File: config.mk
export PLATFORM = sky130hd
export DESIGN_NAME = chrom_fitness_evaluator
export DESIGN_NICKNAME = d
export VERILOG_FILES = /design/src/rtl/chrom_fitness_evaluator.sv
export SDC_FILE = /design/constraint.sdc
export NUM_CORES = 2
export LEC_CHECK = 0
export CAP_MARGIN = 20
export CORE_ASPECT_RATIO = 2
export CORE_UTILIZATION = 30
export DETAILED_ROUTE_END_ITERATION = 7
export GPL_TIMING_DRIVEN = 0
export SLEW_MARGIN = 15
export SYNTH_ARGS = -nofsm -noshare
export SYNTH_HDL_FRONTEND = slang
export SYNTH_SLANG_ARGS = --single-unit
File: constraint.sdc
create_clock -name iClock -period 2.85 [get_ports iClock]
set_input_delay 0.285 -clock iClock [delete_from_list [all_inputs] [get_ports iClock]]
set_output_delay 0.285 -clock iClock [all_outputs]
set_load 0.02 [all_outputs]
File: src/rtl/chrom_fitness_evaluator.sv
// chrom_fitness_evaluator
//   Drives a table of test vectors into an evolved circuit under test (CUT),
//   waits a programmable settle time after each vector, samples the CUT output
//   and accumulates one saturating error sum per output bit, optionally over
//   several repeat passes. Sits between the HPS PIO registers and the CUT.
//
// Ports:
//   iClock, iReset_n         clock, asynchronous active-low reset
//   iInputSequence           NUM_VECTORS packed test vectors (vector k at k*IN_WIDTH)
//   iExpectedOutput          expected CUT outputs, same packing
//   iValidOutput             per-bit compare enables, same packing
//   iSettleCycles            wait between applying and sampling (0 acts as 1)
//   iRepeatCount             passes over the vector table (0 acts as 1)
//   iStartProcessing         start request (level, only honoured in IDLE)
//   iDoneProcessingFeedback  HPS has read the results
//   iStall                   freezes FSM, counters and sums
//   iCircuitOutput           CUT output
//   oCircuitInput            vector currently driven into the CUT
//   oReadyToProcess          high only in IDLE
//   oDoneProcessing          high only in DONE
//   oErrorSums               error sum for bit b at b*SUM_WIDTH
//   oState                   current state encoding
module chrom_fitness_evaluator #(
  parameter int NUM_VECTORS  = 16,
  parameter int IN_WIDTH     = 8,
  parameter int OUT_WIDTH    = 8,
  parameter int SUM_WIDTH    = 32,
  parameter int SETTLE_WIDTH = 16,
  parameter int REPEAT_WIDTH = 8
) (
  input  logic                             iClock,
  input  logic                             iReset_n,
  input  logic [NUM_VECTORS*IN_WIDTH-1:0]  iInputSequence,
  input  logic [NUM_VECTORS*OUT_WIDTH-1:0] iExpectedOutput,
  input  logic [NUM_VECTORS*OUT_WIDTH-1:0] iValidOutput,
  input  logic [SETTLE_WIDTH-1:0]          iSettleCycles,
  input  logic [REPEAT_WIDTH-1:0]          iRepeatCount,
  input  logic                             iStartProcessing,
  input  logic                             iDoneProcessingFeedback,
  input  logic                             iStall,
  input  logic [OUT_WIDTH-1:0]             iCircuitOutput,
  output logic [IN_WIDTH-1:0]              oCircuitInput,
  output logic                             oReadyToProcess,
  output logic                             oDoneProcessing,
  output logic [OUT_WIDTH*SUM_WIDTH-1:0]   oErrorSums,
  output logic [2:0]                       oState
);

  localparam int IDX_W = (NUM_VECTORS > 1) ? $clog2(NUM_VECTORS) : 1;

  localparam logic [IDX_W-1:0]        LAST_IDX   = IDX_W'(NUM_VECTORS - 1);
  localparam logic [IDX_W-1:0]        IDX_ONE    = IDX_W'(1);
  localparam logic [SETTLE_WIDTH-1:0] SETTLE_ONE = SETTLE_WIDTH'(1);
  localparam logic [REPEAT_WIDTH-1:0] REP_ONE    = REPEAT_WIDTH'(1);
  localparam logic [SUM_WIDTH-1:0]    SUM_ONE    = SUM_WIDTH'(1);
  localparam logic [SUM_WIDTH-1:0]    SUM_MAX    = {SUM_WIDTH{1'b1}};

  typedef enum logic [2:0] {
    ST_IDLE    = 3'd0,
    ST_APPLY   = 3'd1,
    ST_SETTLE  = 3'd2,
    ST_SAMPLE  = 3'd3,
    ST_DONE    = 3'd4,
    ST_RELEASE = 3'd5
  } state_t;

  state_t state_r;
  state_t state_s;

  // Configuration captured at start; the PIO inputs are not looked at again
  // until the next run so the HPS may rewrite them while a run is active.
  logic [IN_WIDTH-1:0]     vec_r [NUM_VECTORS];
  logic [OUT_WIDTH-1:0]    exp_r [NUM_VECTORS];
  logic [OUT_WIDTH-1:0]    val_r [NUM_VECTORS];
  logic [SETTLE_WIDTH-1:0] settle_cfg_r;
  logic [REPEAT_WIDTH-1:0] repeat_cfg_r;

  logic [SETTLE_WIDTH-1:0] settle_cnt_r;
  logic [IDX_W-1:0]        index_r;
  logic [REPEAT_WIDTH-1:0] pass_r;
  logic [IN_WIDTH-1:0]     cin_r;
  logic [SUM_WIDTH-1:0]    sum_r [OUT_WIDTH];

  logic [OUT_WIDTH-1:0]    err_s;
  logic [REPEAT_WIDTH-1:0] rep_last_s;
  logic                    last_vec_s;
  logic                    more_pass_s;

  // Per-bit mismatch of the CUT against the expected value, masked by valid.
  always_comb begin
    err_s       = (iCircuitOutput ^ exp_r[index_r]) & val_r[index_r];
    rep_last_s  = repeat_cfg_r - REP_ONE;
    last_vec_s  = (index_r == LAST_IDX);
    more_pass_s = (pass_r < rep_last_s);
  end

  // Next-state decode; a stall holds the current state in every state.
  always_comb begin
    state_s = state_r;
    if (iStall) begin
      state_s = state_r;
    end else begin
      case (state_r)
        ST_IDLE: begin
          if (iStartProcessing) state_s = ST_APPLY;
          else                  state_s = ST_IDLE;
        end
        ST_APPLY: state_s = ST_SETTLE;
        ST_SETTLE: begin
          // <= rather than == guards against a zero count ever looping.
          if (settle_cnt_r <= SETTLE_ONE) state_s = ST_SAMPLE;
          else                            state_s = ST_SETTLE;
        end
        ST_SAMPLE: begin
          if (!last_vec_s)      state_s = ST_APPLY;
          else if (more_pass_s) state_s = ST_APPLY;
          else                  state_s = ST_DONE;
        end
        ST_DONE: begin
          if (iDoneProcessingFeedback) state_s = ST_RELEASE;
          else                         state_s = ST_DONE;
        end
        ST_RELEASE: begin
          // Both handshake levels must drop so a held start cannot rerun.
          if (!iStartProcessing && !iDoneProcessingFeedback) state_s = ST_IDLE;
          else                                               state_s = ST_RELEASE;
        end
        default: state_s = ST_IDLE;
      endcase
    end
  end

  // State register.
  always_ff @(posedge iClock or negedge iReset_n) begin
    if (!iReset_n) state_r <= ST_IDLE;
    else           state_r <= state_s;
  end

  // Datapath: configuration capture, vector drive, settle count, accumulation.
  always_ff @(posedge iClock or negedge iReset_n) begin
    if (!iReset_n) begin
      for (int k = 0; k < NUM_VECTORS; k++) begin
        vec_r[k] <= '0;
        exp_r[k] <= '0;
        val_r[k] <= '0;
      end
      for (int b = 0; b < OUT_WIDTH; b++) sum_r[b] <= '0;
      settle_cfg_r <= SETTLE_ONE;
      repeat_cfg_r <= REP_ONE;
      settle_cnt_r <= '0;
      index_r      <= '0;
      pass_r       <= '0;
      cin_r        <= '0;
    end else if (!iStall) begin
      case (state_r)
        ST_IDLE: begin
          if (iStartProcessing) begin
            for (int k = 0; k < NUM_VECTORS; k++) begin
              vec_r[k] <= iInputSequence[k*IN_WIDTH +: IN_WIDTH];
              exp_r[k] <= iExpectedOutput[k*OUT_WIDTH +: OUT_WIDTH];
              val_r[k] <= iValidOutput[k*OUT_WIDTH +: OUT_WIDTH];
            end
            for (int b = 0; b < OUT_WIDTH; b++) sum_r[b] <= '0;
            settle_cfg_r <= (iSettleCycles == '0) ? SETTLE_ONE : iSettleCycles;
            repeat_cfg_r <= (iRepeatCount == '0) ? REP_ONE : iRepeatCount;
            index_r      <= '0;
            pass_r       <= '0;
          end
        end
        ST_APPLY: begin
          cin_r        <= vec_r[index_r];
          settle_cnt_r <= settle_cfg_r;
        end
        ST_SETTLE: begin
          settle_cnt_r <= settle_cnt_r - SETTLE_ONE;
        end
        ST_SAMPLE: begin
          for (int b = 0; b < OUT_WIDTH; b++) begin
            if (err_s[b] && (sum_r[b] != SUM_MAX)) sum_r[b] <= sum_r[b] + SUM_ONE;
          end
          if (!last_vec_s) begin
            index_r <= index_r + IDX_ONE;
          end else if (more_pass_s) begin
            index_r <= '0;
            pass_r  <= pass_r + REP_ONE;
          end
        end
        default: begin
        end
      endcase
    end
  end

  for (genvar gb = 0; gb < OUT_WIDTH; gb++) begin : g_sums
    assign oErrorSums[gb*SUM_WIDTH +: SUM_WIDTH] = sum_r[gb];
  end

  assign oCircuitInput   = cin_r;
  assign oReadyToProcess = (state_r == ST_IDLE);
  assign oDoneProcessing = (state_r == ST_DONE);
  assign oState          = state_r;

endmodule

# Word level (Yosys, flattened, before mapping)

Cells that the tools add are included.
Widths: inputs -> output; s select.

Add/sub/neg operators: 12
$lt $le $gt $ge: 3
Equal/unequal tests: 26
Multiplexer cells: 37
Bitwise gates (word level): 4
Reduce and logical (&&, ||, !) cells: 29

Operator list:

| kind                  | number |
|---|---|
| $pmux 256 s2          | 1 |
| $add 32x1->32 const B | 8 |
| $mux 256              | 1 |
| $mux 32               | 8 |
| $ne 32x32->1 const B  | 8 |
| $bmux 8 s4            | 3 |
| $mux 8                | 10 |
| $reduce_and 4->1      | 9 |
| $pmux 16 s2           | 1 |
| $ne 2x2->1 const B    | 11 |
| $pmux 3 s6            | 1 |
| $le 16x1->1 const B   | 1 |
| $logic_not 16->1      | 1 |
| $mux 16               | 1 |
| $pmux 8 s2            | 1 |
| $sub 16x1->16 const B | 1 |
| $mux 4                | 3 |
| $logic_and 1x1->1     | 9 |
| $mux 3                | 3 |
| $add 8x1->8 const B   | 1 |
| $and 8x8->8           | 1 |
| $logic_not 8->1       | 1 |
| $lt 8x8->1            | 1 |
| $pmux 4 s2            | 1 |
| other kinds (18)      | 25 |

Bits in registers: 703
Bits of input ports: 421

# Logic depth before layout (Yosys ltp)

Depth in word-level cells: 9
Mapped depth: 13
Depth with buffers taken out: 11

# Worst setup path after synthesis

Ideal clock, no wire load.

Path kind: register -> register
Start: register repeat_cfg_r[5]
End: register pass_r[6]
Library setup time: 78 ps
Arrival time: 2698 ps
Required time: 2772 ps
Setup slack: 74 ps
Cell stages (with the launch flop): 10
Path buffers: 0
Cells stage by stage: dfrtp_1 -> or4_1 -> nor4_1 -> xnor2_1 -> ha_1 -> and4_1 -> o21ai_0 -> nand4_1 -> or4_1 -> a21oi_1

Word-level cells in the longest chain between the ends: 4

RTL lines:

| item                       | line | text |
|---|---|---|
| from (decl)                | 76   | `logic [REPEAT_WIDTH-1:0] repeat_cfg_r;` |
| from (signal assigned)     | 165  | `repeat_cfg_r <= (iRepeatCount == '0) ? REP_ONE : iRepeatCount;` |
| $sub 8x1->8                | 92   | `rep_last_s = repeat_cfg_r - REP_ONE;` |
| $lt 8x8->1                 | 94   | `more_pass_s = (pass_r < rep_last_s);` |
| $ne 2x2->1 (no line)       | --   |  |
| $reduce_and 5->1 (no line) | --   |  |
| to (signal assigned)       | 185  | `pass_r <= pass_r + REP_ONE;` |
| to (decl)                  | 80   | `logic [REPEAT_WIDTH-1:0] pass_r;` |

Every way passes these cells.
A chain may end at the register's enable or synchronous reset.

# Final worst setup path

Start: register index_r[0]
End: register sum_r, in the netlist oErrorSums[87]

Word-level cells in the longest chain between the ends: 9
Elaborated cells between the ends (all ways): 12
Those cells by class: eq/ne: 1; mux: 6; bitwise: 3; reduce/logical: 2

RTL lines:

| item                                       | line | text |
|---|---|---|
| from (decl)                                | 79   | `logic [IDX_W-1:0] index_r;` |
| from (signal assigned)                     | 182  | `index_r <= index_r + IDX_ONE;` |
| $not 4->5 (implied by the code) *          | 91   | `err_s = (iCircuitOutput ^ exp_r[index_r]) & val_r[index_r];` |
| $bmux 8 s4                                 | 91   |  |
| $mux 8 (implied by the code) (2 in series) | 91   |  |
| $xor 8x8->8                                | 91   |  |
| $and 8x8->8 *                              | 91   |  |
| $logic_and 1x1->1 *                        | 179  | `if (err_s[b] && (sum_r[b] != SUM_MAX)) sum_r[b] <= sum_r[b] + SUM_ONE;` |
| $ne 2x2->1 (no line) *                     | --   |  |
| $reduce_and 4->1 (no line) *               | --   |  |
| to (decl)                                  | 82   | `logic [SUM_WIDTH-1:0] sum_r [OUT_WIDTH];` |

Mark *: on every way between the ends. The rest lies on a longest branch, timed or not. The select of a mux whose other input is x is not followed.

==> results by stage <==
Logic synthesis:
- During synthesis, Yosys emitted a total of 0 warnings.
- The number of distinct library cells after synthesis is 101.
- The area of the mapped netlist is 35390 sq um.
- The synthesized area per cell is 8.968 sq um.
- The fraction of registers with async set or reset after synthesis is 1.000.
- The share of the Yosys chip area taken by registers is 0.4972.
- The number of cells produced by synthesis is 3946.
- The count of flip-flops with a built-in enable after synthesis is 0.
- Counting every net in the synthesized netlist gives 4387.
- The number of register bits inferred by synthesis is 703.
- For this run, the leading register cell type out of synthesis is sky130_fd_sc_hd__dfrtp_1.

STA:
- The remaining max-slew budget at the tightest pin is 0.2840.
- The final setup violation count is 232.
- Dividing the final minimum period by the clock period gives 1.122.
- The hold violation total from the final report is 0.
- The worst path in the final design needs a cycle of 3.199 ns, including I/O delays and setup.
- The fmax is between 300 and 400 MHz.
- The final number of max-transition violations is 0.
- Across all hold checks on the routed design, the worst slack comes to 0.1395 ns.
- Setup repair after global routing could not meet its margin everywhere.
- Clock skew on the completed layout was measured at about 0.026 ns.
- Setup slack on the critical path of the routed design comes to -0.3486 ns.
- The actual slew at the worst max-slew pin is 1.074 ns.

CTS:
- Clock-pin slew was measured on the worst setup and hold paths at 0.07 ns.
- The cell sitting at the root of the clock tree is a sky130_fd_sc_hd__clkbuf_16.
- Clock latency on the worst-skew pair, taken at its later pin, is around 0.67 ns.
- Counting the buffers created by CTS gives between 70 and 80.
- The CTS tree is done.
- The H-tree generated during clock tree synthesis spans 3 levels.
- The maximum buffer depth of the clock tree is 3.
- The clock sink total is about 700.

Cells and area:
- Compared with the post-synthesis result, the final layout area differs by 45.74%.
- Leaving out fill and tap cells, the most frequent cells in the layout are sky130_fd_sc_hd__nand2_1, sky130_fd_sc_hd__dfrtp_1, sky130_fd_sc_hd__clkdlybuf4s50_1.
- The commonest non-fill, non-tap cell in the layout is sky130_fd_sc_hd__nand2_1.
- With fillers left out, the area of the finished cells amounts to slightly above 50000 sq um.
- Fill cells in the final layout number 11200.
- In the final design database the tool counted between 5000 and 6000 nets.
- In the final layout, the share of cells above drive strength 1 is 0.1681.

Route:
- The number of routed nets with antenna violations is 0.
- The average wire per cell in the routed design is between 20 and 30 microns.
- The detailed router finished its first iteration with 2165 violations.
- The final route contains 34170 vias.
- The wire length reported by the detailed router is 165000 microns.
- The first-pass iteration count of the detailed router is 5.
- In the routed layout, each cell is associated on average with a via count of 5.276.
- The remaining design rule violation count is 0.

Hold path:
- The worst hold path passes through 3 cells.
- The tightest min-delay check is of the in2reg type.
- The path with the worst hold slack has its endpoint at vec_r[72].
- The startpoint identified for the worst hold timing path is iInputSequence[48].

Die:
- The standard cell core area is 116700 sq um.
- In this run the horizontal extent of the chip is 244.9 microns.
- Measured along the y axis, the die boundary spans between 400 and 500 microns.
- After floorplanning, the core was divided into 177 placement rows.
- The number of top-level pins is 690.
- The die covers approximately 120000 sq um.
- For this configuration, the core starts out at a cell density of 0.3032.

Critical path:
- The worst register-to-register path has a depth of 13.
- The cell family contributing the most delay on the critical path is buffers and inverters.
- The sort of element at the end of the critical path is a register.
- The data arrival time of the critical path is roughly 3.8 ns.
- At the worst endpoint, the required time is 3.40 ns.
- In this design, the stage delay of the slowest critical-path cell is around 0.58 ns.
- The reg-to-reg setup timing slack is -0.35 ns.
- The startpoint of the worst-slack reg-to-reg timing path is index_r[0].
- The number of buffers and inverters on the critical path is 7.
- The critical path goes through buf_6, buf_12, buf_16, buf_12, mux4_2, a22oi_2, and3_4, or2_4, a21oi_4, buf_12, buf_12, buf_8, o22a_1.
- The slowest cell on the critical path is sky130_fd_sc_hd__mux4_2.
- The kind of start point of the critical path is a register.
- Along the worst path, the maximum fanout reaches 7.
- The critical path class is reg2reg.
- The cell type with the highest occurrence count on the critical path is sky130_fd_sc_hd__buf_12.
- In this run the critical register-to-register path is captured at oErrorSums[87].

Global routing:
- The via count of the first global-routing pass is 34520.
- Entering global routing, the biggest net connects ~110 pins.
- For met1 alone, demand over resource in global routing was 0.2630.
- For this run, global-route usage on met2 was measured as 0.4929.
- The first global-routing pass estimated 232600 microns of wire.
- After global routing the overflow that remains totals 0.
- In the global route stage, met3 resource usage came out at 0.06647.
- The initial antenna violation count is between 40 and 50.
- The layer flagged by global routing as most heavily used is met2.
- Across every metal layer, demand over resource in global routing totals 0.2691.

Power and ir drop:
- The worst-case IR drop observed on VDD is 0.7068 mV.
- The analysis attributes to cell leakage a power of 0.02248 uW.
- In this run the power density over the cells is 854.8 nW/um^2.

Job:
- The max-capacitance violation count is 0.

Outcome:
- The checks that failed: setup timing.
- The run finished, with violations left.

Placed design:
- At the end of routability-driven placement, the weighted congestion stood at 0.9321.
- After detailed placement, the total cell area comes to 44500 sq um.
- During placement, the flow inserted port buffers numbering slightly below 700.
- Detailed placement ended at an HPWL of between 100000 and 150000 microns.
==> through the flow <==
stage               setup TNS (ns)  utilization  total power, uW  worst slack (ns)  instances
floorplan                        0            -            22950           0.07421       3946
global placement                 -       0.3785            29370            -31.94       6155
detailed placement         -645.17       0.3813            29740            -1.599       6170
CTS                         -53.64       0.4215            42940           -0.3547       6389
global route                -69.01       0.4416            46190           -0.4030       6463
finish                      -49.36       0.4419            44090           -0.3486       6477
==> worst register-to-register path, delay by kind of cell (launching register included) <==
kind                   cells  cell delay (ns)
AO/OA/AOI/OAI              3             0.62
AND/OR/NAND/NOR            2             0.47
flip-flops                 1             0.47
buffers and inverters      7             0.92
multiplexers               1             0.58
==> area by class of cell <==
type,count,area (sq um),share of cell area
multi-input combinational,2988,18460,0.3579
clock inverter,36,475.5,0.009219
inverter,37,140.1,0.002717
antenna,25,62.56,0.001213
buffer,214,1664,0.03227
clock buffer,92,2061,0.03996
sequential,703,17600,0.3412
timing repair buffer,861,9214,0.1787
tap,1521,1903,0.03690
==> logic make-up after synthesis <==
group                      count (synthesis)  synth area share
AOI/OAI and AO/OA                        668            0.1229
xor gates and xnor gates                  18          0.004667
adders and majority gates                 20          0.007072
buffers and inverters                    256           0.03543
DFF                                      703            0.4972
muxes                                    141           0.07365
and+or+nand+nor                         2140            0.2591
==> layer usage <==
layer / vias up / part of all wire
met5: - / 0.00084
met4: 24 / 0.082
met3: 467 / 0.074
met2: 1365 / 0.52
met1: 16720 / 0.33
li1: 15600 / -
==> synthesized netlist by cell type, drive strengths merged (20+ instances only) <==
master,number,area share
mux4,90,0.059
o21ai,206,0.029
and2,25,0.0045
ha,20,0.0071
clkbuf,157,0.018
o21a,31,0.0066
a21o,22,0.0048
a31oi,94,0.017
dfrtp,701,0.50
nor3,51,0.0075
mux2i,43,0.012
nand2,1492,0.16
nor4,27,0.0057
o22a,48,0.012
and4,23,0.0057
a21oi,138,0.020
nand4,70,0.012
and3,70,0.013
inv,36,0.0038
nand3,107,0.015
buf,62,0.014
nor2,193,0.021
==> power by group <==
part / total [uW] / leakage [uW] / switching [uW] / internal [uW]
Combinational: 18500 / 0.0121 / 10300 / 8180
Clock: 10500 / 0.00124 / 4550 / 5910
Sequential: 15100 / 0.00915 / 2130 / 13000
==> timing repair <==
action,4_1_cts,5_1_grt
gates resized for setup,298,451
hold buffers,1,0
setup buffers,73,61
setup endpoints to repair,668,688
gates cloned,19,14
endpoints found under the hold margin,88,0
pin swaps,63,131
==> worst max-delay path by stage <==
stage	from	endpoint	slack (ns)	depth (start not counted)
after floorplan	repeat_cfg_r[5]	pass_r[6]	0.07	9
after global placement	iReset_n	oErrorSums[237]	-31.94	1
after detailed placement	iStall	val_r[2]	-1.60	11
after CTS	index_r[0]	oErrorSums[134]	-0.35	10
after global routing	index_r[0]	oErrorSums[49]	-0.40	15
final	index_r[0]	oErrorSums[87]	-0.35	13
==> registers in the layout, indices dropped and copies added, names as in the netlist <==
register       cells
exp_r            128
oState             3
oErrorSums       256
pass_r             8
settle_cfg_r      16
index_r            4
val_r            128
vec_r            128
settle_cnt_r      16
oCircuitInput      8
repeat_cfg_r       8
Power figures use the tool's default switching activity.
